[src/rtl/vip_pkg.sv]
// Shared constants and helpers for the line-based video pipeline blocks.
package vip_pkg;

  function automatic int clog2(input int v);
    int r;
    r = 0;
    for (int i = 0; i < 31; i++)
      if ((1 << i) < v) r = i + 1;
    return r;
  endfunction

  localparam int COL_W = clog2(256 + 1);
  localparam int ROW_W = clog2(256 + 1);
  localparam int RND   = 2;

endpackage

[src/rtl/crop_downscale2x_if.sv]
// Pixel-stream bundle between the crop stage and the 2x downscaler.
interface crop_downscale2x_if #(
  parameter int DW = 8
);
  logic          in_vs;
  logic          in_de;
  logic [DW-1:0] in_data;
  logic          out_vs;
  logic          out_de;
  logic [DW-1:0] out_data;
  logic          frame_done;
  logic          line_err;

  modport master (
    output in_vs, in_de, in_data,
    input  out_vs, out_de, out_data,
    input  frame_done, line_err
  );

  modport slave (
    input  in_vs, in_de, in_data,
    output out_vs, out_de, out_data,
    output frame_done, line_err
  );
endinterface

[src/rtl/line_ram_sdp.sv]
// Simple dual-port line RAM: one write port, one registered read port.
module line_ram_sdp #(
  parameter int DEPTH = 128,
  parameter int AW    = 7,
  parameter int WIDTH = 9
) (
  input  logic             clk,
  input  logic             we_i,
  input  logic [AW-1:0]    waddr_i,
  input  logic [WIDTH-1:0] wdata_i,
  input  logic             re_i,
  input  logic [AW-1:0]    raddr_i,
  output logic [WIDTH-1:0] rdata_o
);
  logic [WIDTH-1:0] mem [DEPTH];

  always_ff @(posedge clk) begin
    if (we_i) mem[waddr_i] <= wdata_i;
    if (re_i) rdata_o <= mem[raddr_i];
  end
endmodule

[src/rtl/crop_downscale2x.sv]
// 2x2 box-average downscaler; even rows park pair-sums in a line
// buffer, odd rows combine them with their own pair-sums.
module crop_downscale2x
  import vip_pkg::*;
#(
  parameter int W  = 256,
  parameter int H  = 256,
  parameter int DW = 8
) (
  input  logic clk,
  input  logic rst_n,
  crop_downscale2x_if.slave vif
);
  localparam int CW = clog2(W + 1);
  localparam int RW = clog2(H + 1);
  localparam int AW = clog2(W / 2);
  localparam int SW = DW + 1;
  localparam int TW = DW + 2;
  localparam logic [CW-1:0] W_C = CW'(W);
  localparam logic [CW-1:0] WM1 = CW'(W - 1);
  localparam logic [RW-1:0] H_C = RW'(H);
  localparam logic [RW-1:0] HM1 = RW'(H - 1);

  logic          vs_q, de_q, armed_q, vs_d1_q;
  logic          out_vs_q, out_de_q, fd_q, err_q;
  logic [DW-1:0] hold_q, out_data_q;
  logic [CW-1:0] col_q;
  logic [RW-1:0] row_q;

  logic          vs_rise, line_end, take, in_win;
  logic          odd_row, odd_col, wr_en, rd_en;
  logic [AW-1:0] addr;
  logic [SW-1:0] hsum, rd_data;
  logic [TW-1:0] total;
  logic [DW-1:0] avg;

  always_comb begin
    vs_rise  = vif.in_vs & ~vs_q;
    line_end = armed_q & de_q & ~vif.in_de;
    take     = armed_q & vif.in_de & ~vs_rise;
    in_win   = (row_q < H_C) && (col_q < W_C);
    odd_row  = row_q[0];
    odd_col  = col_q[0];
    wr_en    = take & in_win & ~odd_row & odd_col;
    rd_en    = take & in_win & odd_row & ~odd_col;
    addr     = col_q[AW:1];
    hsum     = {1'b0, hold_q} + {1'b0, vif.in_data};
    // 4*(2^DW-1)+2 still fits in DW+2 bits, so no saturation
    total    = {1'b0, rd_data} + {1'b0, hsum} + TW'(RND);
    avg      = DW'(total >> 2);
  end

  line_ram_sdp #(
    .DEPTH (W / 2),
    .AW    (AW),
    .WIDTH (SW)
  ) u_linebuf (
    .clk     (clk),
    .we_i    (wr_en),
    .waddr_i (addr),
    .wdata_i (hsum),
    .re_i    (rd_en),
    .raddr_i (addr),
    .rdata_o (rd_data)
  );

  always_ff @(posedge clk) begin
    if (!rst_n) begin
      vs_q       <= 1'b0;
      de_q       <= 1'b0;
      armed_q    <= 1'b0;
      vs_d1_q    <= 1'b0;
      out_vs_q   <= 1'b0;
      out_de_q   <= 1'b0;
      fd_q       <= 1'b0;
      err_q      <= 1'b0;
      hold_q     <= '0;
      out_data_q <= '0;
      col_q      <= '0;
      row_q      <= '0;
    end else begin
      vs_q       <= vif.in_vs;
      de_q       <= vif.in_de & ~vs_rise;
      vs_d1_q    <= vif.in_vs;
      out_vs_q   <= vs_d1_q;
      out_de_q   <= 1'b0;
      out_data_q <= '0;
      fd_q       <= 1'b0;
      if (vs_rise) begin
        armed_q <= 1'b1;
        col_q   <= '0;
        row_q   <= '0;
        hold_q  <= '0;
        err_q   <= 1'b0;
      end else if (line_end) begin
        col_q <= '0;
        if (row_q == H_C) begin
          err_q <= 1'b1;
        end else begin
          row_q <= row_q + 1'b1;
          if (col_q != W_C) err_q <= 1'b1;
        end
      end else if (take) begin
        if (!in_win) begin
          err_q <= 1'b1;
        end else begin
          col_q <= col_q + 1'b1;
          if (!odd_col) begin
            hold_q <= vif.in_data;
          end else if (odd_row) begin
            out_de_q   <= 1'b1;
            out_data_q <= avg;
            fd_q       <= (row_q == HM1) && (col_q == WM1);
          end
        end
      end
    end
  end

  assign vif.out_vs     = out_vs_q;
  assign vif.out_de     = out_de_q;
  assign vif.out_data   = out_data_q;
  assign vif.frame_done = fd_q;
  assign vif.line_err   = err_q;
endmodule
[src/flat_wrapper.sv]
// flat-port wrapper written by rule: the top's interface ports become plain ports
module crop_downscale2x_flat import vip_pkg::*;
#(
  parameter int W  = 256,
  parameter int H  = 256,
  parameter int DW = 8
)
  (clk, rst_n, vif_in_vs, vif_in_de, vif_in_data, vif_out_vs, vif_out_de, vif_out_data, vif_frame_done, vif_line_err);
  crop_downscale2x_if #(.DW(DW)) vif_i ();
  input  logic clk;
  input  logic rst_n;
  input wire logic [$bits(vif_i.in_vs)-1:0] vif_in_vs;
  input wire logic [$bits(vif_i.in_de)-1:0] vif_in_de;
  input wire logic [$bits(vif_i.in_data)-1:0] vif_in_data;
  output wire logic [$bits(vif_i.out_vs)-1:0] vif_out_vs;
  output wire logic [$bits(vif_i.out_de)-1:0] vif_out_de;
  output wire logic [$bits(vif_i.out_data)-1:0] vif_out_data;
  output wire logic [$bits(vif_i.frame_done)-1:0] vif_frame_done;
  output wire logic [$bits(vif_i.line_err)-1:0] vif_line_err;
  assign vif_i.in_vs = vif_in_vs;
  assign vif_i.in_de = vif_in_de;
  assign vif_i.in_data = vif_in_data;
  assign vif_out_vs = vif_i.out_vs;
  assign vif_out_de = vif_i.out_de;
  assign vif_out_data = vif_i.out_data;
  assign vif_frame_done = vif_i.frame_done;
  assign vif_line_err = vif_i.line_err;
  crop_downscale2x #(.W(W), .H(H), .DW(DW)) u_core (.clk(clk), .rst_n(rst_n), .vif(vif_i));
endmodule
[config.mk]
export PLATFORM = sky130hd
export DESIGN_NAME = crop_downscale2x_flat
export DESIGN_NICKNAME = d
export VERILOG_FILES = /design/src/rtl/vip_pkg.sv /design/src/rtl/crop_downscale2x_if.sv /design/src/rtl/line_ram_sdp.sv /design/src/rtl/crop_downscale2x.sv /design/src/flat_wrapper.sv
export SDC_FILE = /design/constraint.sdc
export NUM_CORES = 1
export LEC_CHECK = 0
export BUFFER_PORTS_ARGS = -buffer_cell sky130_fd_sc_hd__buf_2
export CAP_MARGIN = 5
export CELL_PAD_IN_SITES_DETAIL_PLACEMENT = 1
export CELL_PAD_IN_SITES_GLOBAL_PLACEMENT = 1
export CORE_ASPECT_RATIO = 0.5
export CORE_MARGIN = 5
export CORE_UTILIZATION = 44
export CTS_CLUSTER_SIZE = 10
export DETAILED_ROUTE_END_ITERATION = 6
export PLACE_DENSITY_LB_ADDON = 0.1
export SYNTH_ARGS = -nofsm -noshare
export SYNTH_HDL_FRONTEND = slang
export SYNTH_SLANG_ARGS = --single-unit
[constraint.sdc]
create_clock -name clk -period 7.7 [get_ports clk]
set_input_delay 0.385 -clock clk [delete_from_list [all_inputs] [get_ports clk]]
set_output_delay 0.385 -clock clk [all_outputs]
set_load 0.05 [all_outputs]
==> key figures, run 1 <==
Status
  – Outcome: complete, but fails checks
  – Failing checks: design-rule violations

Synthesis
  – Synth Area per Inst: 19.5 um^2
  – Post-synth EDFFs: 1,161
  – Synth Warn #: 0
  – Most used DFF post-synth: edfxtp_1
  – #FFs+latches synth: 1,202
  – Post-synth cell types: 50
  – Syn_nets: 2,443
  – Synth async-reset ratio: 0%
  – Synthesized instance count: 2,400
  – Mapped cell area: 46,900 um^2
  – Sequential fraction of the synthesis area: 76.1%

Pwr
  – Peak VDD IR: 0.213 mV
  – PwrDens: 251 nW/um^2
  – P_leak: 15.5 nW
  – Overall power: 13.2 mW

Cells and area
  – NumNets Final: 2,534
  – Most common cell after layout, fill and taps aside: edfxtp_1
  – Commonest cells after routing, fill and taps aside: edfxtp_1, mux4_2, nor2_1, clkbuf_16, mux2i_1
  – Fraction of final layout cells sized beyond drive strength 1: 18.5%
  – Post-route design area: 52,500 um^2
  – Area Growth Syn to Fin: 12.1%

Global route
  – GRT Util Overall: 21.4%
  – Largest net degree at the start of global routing: 147
  – Vias in the first global route: 24.5k
  – Antenna violations before repair: 6
  – GRT overflow: 0
  – First-pass GRT wire length: 175,000 um

Timing
  – Period utilisation layout: 60.4%
  – Fin crit period: 4.65 ns
  – Final TNS setup: 0 ns
  – Hold Violations, Final: 0
  – Worst Tran Pin Value: 1.16 ns
  – Final setup viols: 0
  – Slew HR: 22.9%
  – Final worst-path setup slack: 3.05 ns
  – Max Slew Vio Count: 0
  – RSZ-0062 raised after global routing: no
  – Clk_skew: 0.0187 ns
  – Max Freq: 215 MHz

Routing
  – Post-route DRC: 2
  – Remaining antenna violation count: 0
  – Avg WL per Cell: 30.7 um
  – First-iteration detailed-routing DRC count: 1,995
  – Vias/cell: 5.95
  – Drt first pass iters: 7
  – Detailed Route WL: 121,000 um
  – Vias: 23.4k

CTS
  – TritonCTS clock tree: yes
  – H-Tree Depth: 4
  – Clock Tree Root: clkbuf_16
  – Worst-path clk slew: 0.06 ns
  – Clk Latency, worst-skew pair: 0.75 ns
  – Total clock sinks: 1,202
  – Inserted Clock Buffers: 138
  – Clk buf depth: 3

Place
  – Pre-CTS WS: 2.92 ns
  – DP Area: 48,600 um^2
  – Dpl hpwl: 72,100 um
  – I/O Buffers: 23
  – Final estimated routing congestion in global placement: 0.788

Worst hold path
  – Hold crit path type: input pin to register

Die
  – Core area: 105,000 um^2
  – Die H: 241 um
  – Site row count: 84
  – Ports: 24
  – Initial Util: 44.5%
  – Die area: 114,000 um^2
  – Die width: 472 um

Worst setup path
  – Kind of critical path: register to register
  – Startpoint Class: register
  – Critical Path Fanout Max: 44
  – Slowest cell on crit path: dfxtp_4
  – CP arrival: 5.10 ns
  – Worst setup EP type: register
  – Max incr delay on CP: 0.89 ns
  – Worst EP required: 8.15 ns
  – Critical-path cell list: buf_4, mux4_2, a22o_1, a221oi_1, o22ai_1, nor3_1, o211ai_1

Flow run
  – Max cap viols: 0
where the power goes:
part	internal, mW	leakage, nW	switching (mW)
Clock	3.25	1.83	2.50
Sequential	7.22	10.6	0.00205
Combinational	0.0396	3.13	0.191
metrics by stage:
step	utilization [%]	cells	hold slack, ns
2_1_floorplan	-	2400	0.444
3_3_place_gp	46.1	3758	0.458
3_5_place_dp	46.1	3758	0.467
4_1_cts	49.8	3933	0.373
5_1_grt	49.8	3933	0.440
6_report	49.8	3934	0.441
critical path, delay by kind of cell, from the launching register on:
family | cells | cell delay, ns
mux | 1 | 0.59
buf+inv | 1 | 0.82
flops | 1 | 0.89
simple gates | 1 | 0.63
compound gates | 4 | 1.31
path summary, 6_finish.rpt:
check,from,end,slack (ns),cells past startpoint
worst max-delay path,u_core.col_q[1],u_core.u_linebuf.rdata_o[6],3.05,7
worst min-delay path,vif_in_data[4],u_core.hold_q[4],0.44,4
worst max register to register,u_core.col_q[1],u_core.u_linebuf.rdata_o[6],3.05,7
worst min register to register,u_core.vif.line_err,u_core.vif.line_err,0.48,2
layer usage:
metal	routed length [um]	track usage [%]	part of all wire, %	vias to the layer above
met5	0	0	0	-
met2	56400	33.6	47	671
met4	2310	5.78	1.9	0
met1	53600	30.6	44	12600
met3	8290	5.01	6.9	162
li1	-	-	-	9966
repair_timing:
| item | in CTS | in global routing |
|---|---|---|
| endpoints found under the hold margin | 12 | 0 |
| hold buffers | 12 | 0 |
| buffers inserted | 0 | 0 |
| setup endpoints to repair | 0 | 0 |
| resized for setup | 0 | 0 |
synthesized netlist by cell type, drive strengths merged, types with 4 or more instances:
master | n | area share, %
and3 | 16 | 0.21
xnor2 | 9 | 0.17
o211ai | 10 | 0.16
xor2 | 11 | 0.21
a22oi | 63 | 1.0
a41o | 9 | 0.19
nand2 | 60 | 0.48
o21ai | 9 | 0.096
o21a | 4 | 0.064
o22ai | 9 | 0.12
nor3 | 17 | 0.18
nand2b | 7 | 0.093
a21oi | 74 | 0.79
or3 | 4 | 0.053
mux4 | 216 | 10
nor2 | 171 | 1.4
and2 | 7 | 0.093
a211oi | 37 | 0.59
mux2i | 118 | 2.5
nand4 | 5 | 0.067
edfxtp | 1161 | 74
nor2b | 51 | 0.68
ha | 29 | 0.77
a221oi | 54 | 1.0
nand3 | 8 | 0.085
buf | 86 | 0.96
inv | 19 | 0.15
dfxtp | 41 | 1.8
a22o | 27 | 0.50
clkbuf | 45 | 0.36
cell type report:
| cell class | count | area, um^2 |
|---|---|---|
| Clock inverter | 14 | 196 |
| Inverter | 19 | 73.8 |
| Sequential cell | 1202 | 35700 |
| Antenna cell | 1 | 2.50 |
| Timing Repair Buffer | 82 | 638 |
| Clock buffer | 149 | 3550 |
| Multi-Input combinational cell | 1048 | 10600 |
| Tap cell | 1419 | 1780 |
| Fill cell | 9418 | 52900 |
kinds of logic after synthesis:
group	after synthesis	synth area share [%]
flops	1202	76.1
simple gates	359	3.56
mux	334	12.9
compound gates	304	4.68
buf+inv	150	1.48
fa+ha+maj	31	0.860
xor+xnor	20	0.374
registers in the layout, indices dropped and copies added, names as in the netlist:
register	count
u_core.u_linebuf.mem	1152
u_core.col_q	9
u_core.row_q	9
u_core.u_linebuf.rdata_o	9
u_core.hold_q	8
u_core.vif.out_data	8
u_core.armed_q	1
u_core.de_q	1
u_core.vif.frame_done	1
u_core.vif.line_err	1
u_core.vif.out_de	1
u_core.vif.out_vs	1
u_core.vs_q	1
Note: power is estimated with default switching activity, not from simulation.
==> run 2, diff against run 1 <==
==> constraint.sdc (replaced) <==
create_clock -name clk -period 4.75 [get_ports clk]
set_input_delay 0.2375 -clock clk [delete_from_list [all_inputs] [get_ports clk]]
set_output_delay 0.2375 -clock clk [all_outputs]
set_load 0.05 [all_outputs]
==> run 2 against run 1 <==
Final cell count increased by 2.2%. Via count is 0.98% higher. The run now ends clean. Utilization is 0.77 points higher. Critical path type unchanged. Setup slack got worse by 2.4 ns. Global-route usage about the same. First-iteration DRC count grew 15%. Combinational power grew 64%. Worst hold slack got worse by 0.13 ns. Final area increased by 1.5%.
==> key figures, run 2 (synthesis gave the netlist of run 1 again) <==
Status
  – Outcome: completed

Die
  – Core area: 105,000 um^2
  – Initial Util: 44.5%
  – Ports: 24
  – Site row count: 84
  – Die H: 241 um
  – Die area: 114,000 um^2
  – Die width: 472 um

Routing
  – Detailed Route WL: 120,000 um
  – Top sig layer: met4
  – Drt first pass iters: 5
  – Vias: 23.6k
  – Met1 wire length: 56,300 um
  – Avg WL per Cell: 29.9 um
  – Vias/cell: 5.88
  – First-iteration detailed-routing DRC count: 2,296
  – Wire length on met2: 55,600 um
  – Remaining antenna violation count: 0
  – WL met3: 6390 um
  – Post-route DRC: 0

Pwr
  – PwrDens: 402 nW/um^2
  – Overall power: 21.5 mW
  – P_leak: 16.0 nW
  – Peak VDD IR: 0.341 mV

CTS
  – Worst-path clk slew: 0.06 ns
  – Inserted Clock Buffers: 138
  – TritonCTS clock tree: yes
  – Total clock sinks: 1,202
  – Clk buf depth: 3
  – Clk Latency, worst-skew pair: 0.73 ns
  – Setup Buffers After CTS: 0
  – Clock Tree Root: clkbuf_16
  – H-Tree Depth: 4

Cells and area
  – Register area: 35,700 um^2
  – Register name with the most flops: u_core.u_linebuf.mem
  – FILL cells: 9,409
  – Diode count: 0
  – Most common cell after layout, fill and taps aside: edfxtp_1
  – Area Growth Syn to Fin: 13.8%
  – Fraction of final layout cells sized beyond drive strength 1: 21.0%
  – Max reg flops: 1,152
  – NumNets Final: 2,619
  – Commonest cells after routing, fill and taps aside: edfxtp_1, mux4_2, nor2_1, clkbuf_16, buf_4
  – Multi-input gate area: 10,700 um^2

Global route
  – First-pass GRT wire length: 177,000 um
  – Largest net degree at the start of global routing: 129
  – GRT Util Overall: 21.4%
  – Antenna violations before repair: 1
  – Vias in the first global route: 24.9k
  – GRT overflow: 0

Timing
  – Hold Violations, Final: 0
  – RSZ-0062 raised after global routing: no
  – Clk_skew: 0.0193 ns
  – Final TNS setup: 0 ns
  – Max Slew Vio Count: 0
  – Period utilisation layout: 85.9%
  – Max Freq: 245 MHz
  – WHS: 0.307 ns
  – Fin crit period: 4.08 ns
  – Slew HR: 19.6%
  – Final setup viols: 0
  – Worst Tran Pin Value: 1.20 ns

Place
  – Final estimated routing congestion in global placement: 0.786
  – I/O Buffers: 23
  – Dpl hpwl: 75,900 um

Worst setup path
  – Kind of critical path: register to register
  – CP arrival: 4.51 ns
  – Worst EP required: 5.18 ns
  – Worst setup EP type: register
  – Slowest cell on crit path: dfxtp_4
  – Worst setup path start: u_core.col_q[1]
  – Critical Path Fanout Max: 32
  – Startpoint Class: register
  – Max incr delay on CP: 0.78 ns
  – Critical-path cell list: buf_4, mux4_2, a22o_1, a221oi_1, o22ai_1, nor3_1, o211ai_1
  – Worst r2r src: u_core.col_q[1]

Flow run
  – Max cap viols: 0

Worst hold path
  – Worst Hold Launch: rst_n
  – Hold crit path type: input pin to register
run 2: changes by cell type in the layout (fill, tap and decap cells not counted), moves of 5 or more:
cell	change
buf_4	+78
clkbuf_1	+8
buf_12	+7
xnor2_2	-6
xnor2_4	+6
clkinv_8	-5
run 2: power by group:
group / switching (mW) / total (mW) / internal [mW]
clock network: 3.99 / 9.37 / 5.38
registers: 0.00306 / 11.7 / 11.7
logic: 0.306 / 0.378 / 0.0717
total: 4.30 / 21.5 / 17.2
run 2: worst paths after layout:
path / endpoint / slack, ns / cells after the start
max: u_core.u_linebuf.rdata_o[3] / 0.67 / 7
min: u_core.armed_q / 0.31 / 3
max reg2reg: u_core.u_linebuf.rdata_o[3] / 0.67 / 7
min reg2reg: u_core.vif.out_vs / 0.48 / 1
run 2: worst max-delay path: cells and delay by family, from the launching register on:
kind | cells | cell delay (ns)
AO/OA/AOI/OAI | 4 | 1.34
buffers and inverters | 1 | 0.36
flip-flops | 1 | 0.78
multiplexers | 1 | 0.53
AND/OR/NAND/NOR | 1 | 0.70
run 2: area by class of cell:
type | count | share of cell area [%]
clock buffers | 160 | 6.87
clock inverters | 7 | 0.171
inverters | 19 | 0.138
multi-input cells | 1048 | 20.0
flip-flops and latches | 1202 | 66.9
well taps | 1419 | 3.33
repair buffers | 167 | 2.56
run 2: metrics by stage:
stage / setup WS [ns] / cells / utilization (%) / area (um^2)
final: 0.669 / 4022 / 50.6 / 53300
after global routing: 0.483 / 4022 / 50.6 / 53300
after CTS: 0.594 / 4022 / 50.6 / 53300
after detailed placement: 0.606 / 3843 / 46.9 / 49400
after global placement: 0.683 / 3843 / 46.9 / 49400
after floorplan: 0.372 / 2400 / - / 47000
run 2: what timing repair did:
| action | CTS | global route |
|---|---|---|
| resized for setup | 0 | 0 |
| endpoints found under the hold margin | 14 | 0 |
| hold buffers | 12 | 0 |
run 2: layer usage:
metal	global-route usage, %	vias up
met5	0	-
met1	31.7	12700
li1	-	10200
met4	5.07	0
met2	33.3	630
met3	3.87	137
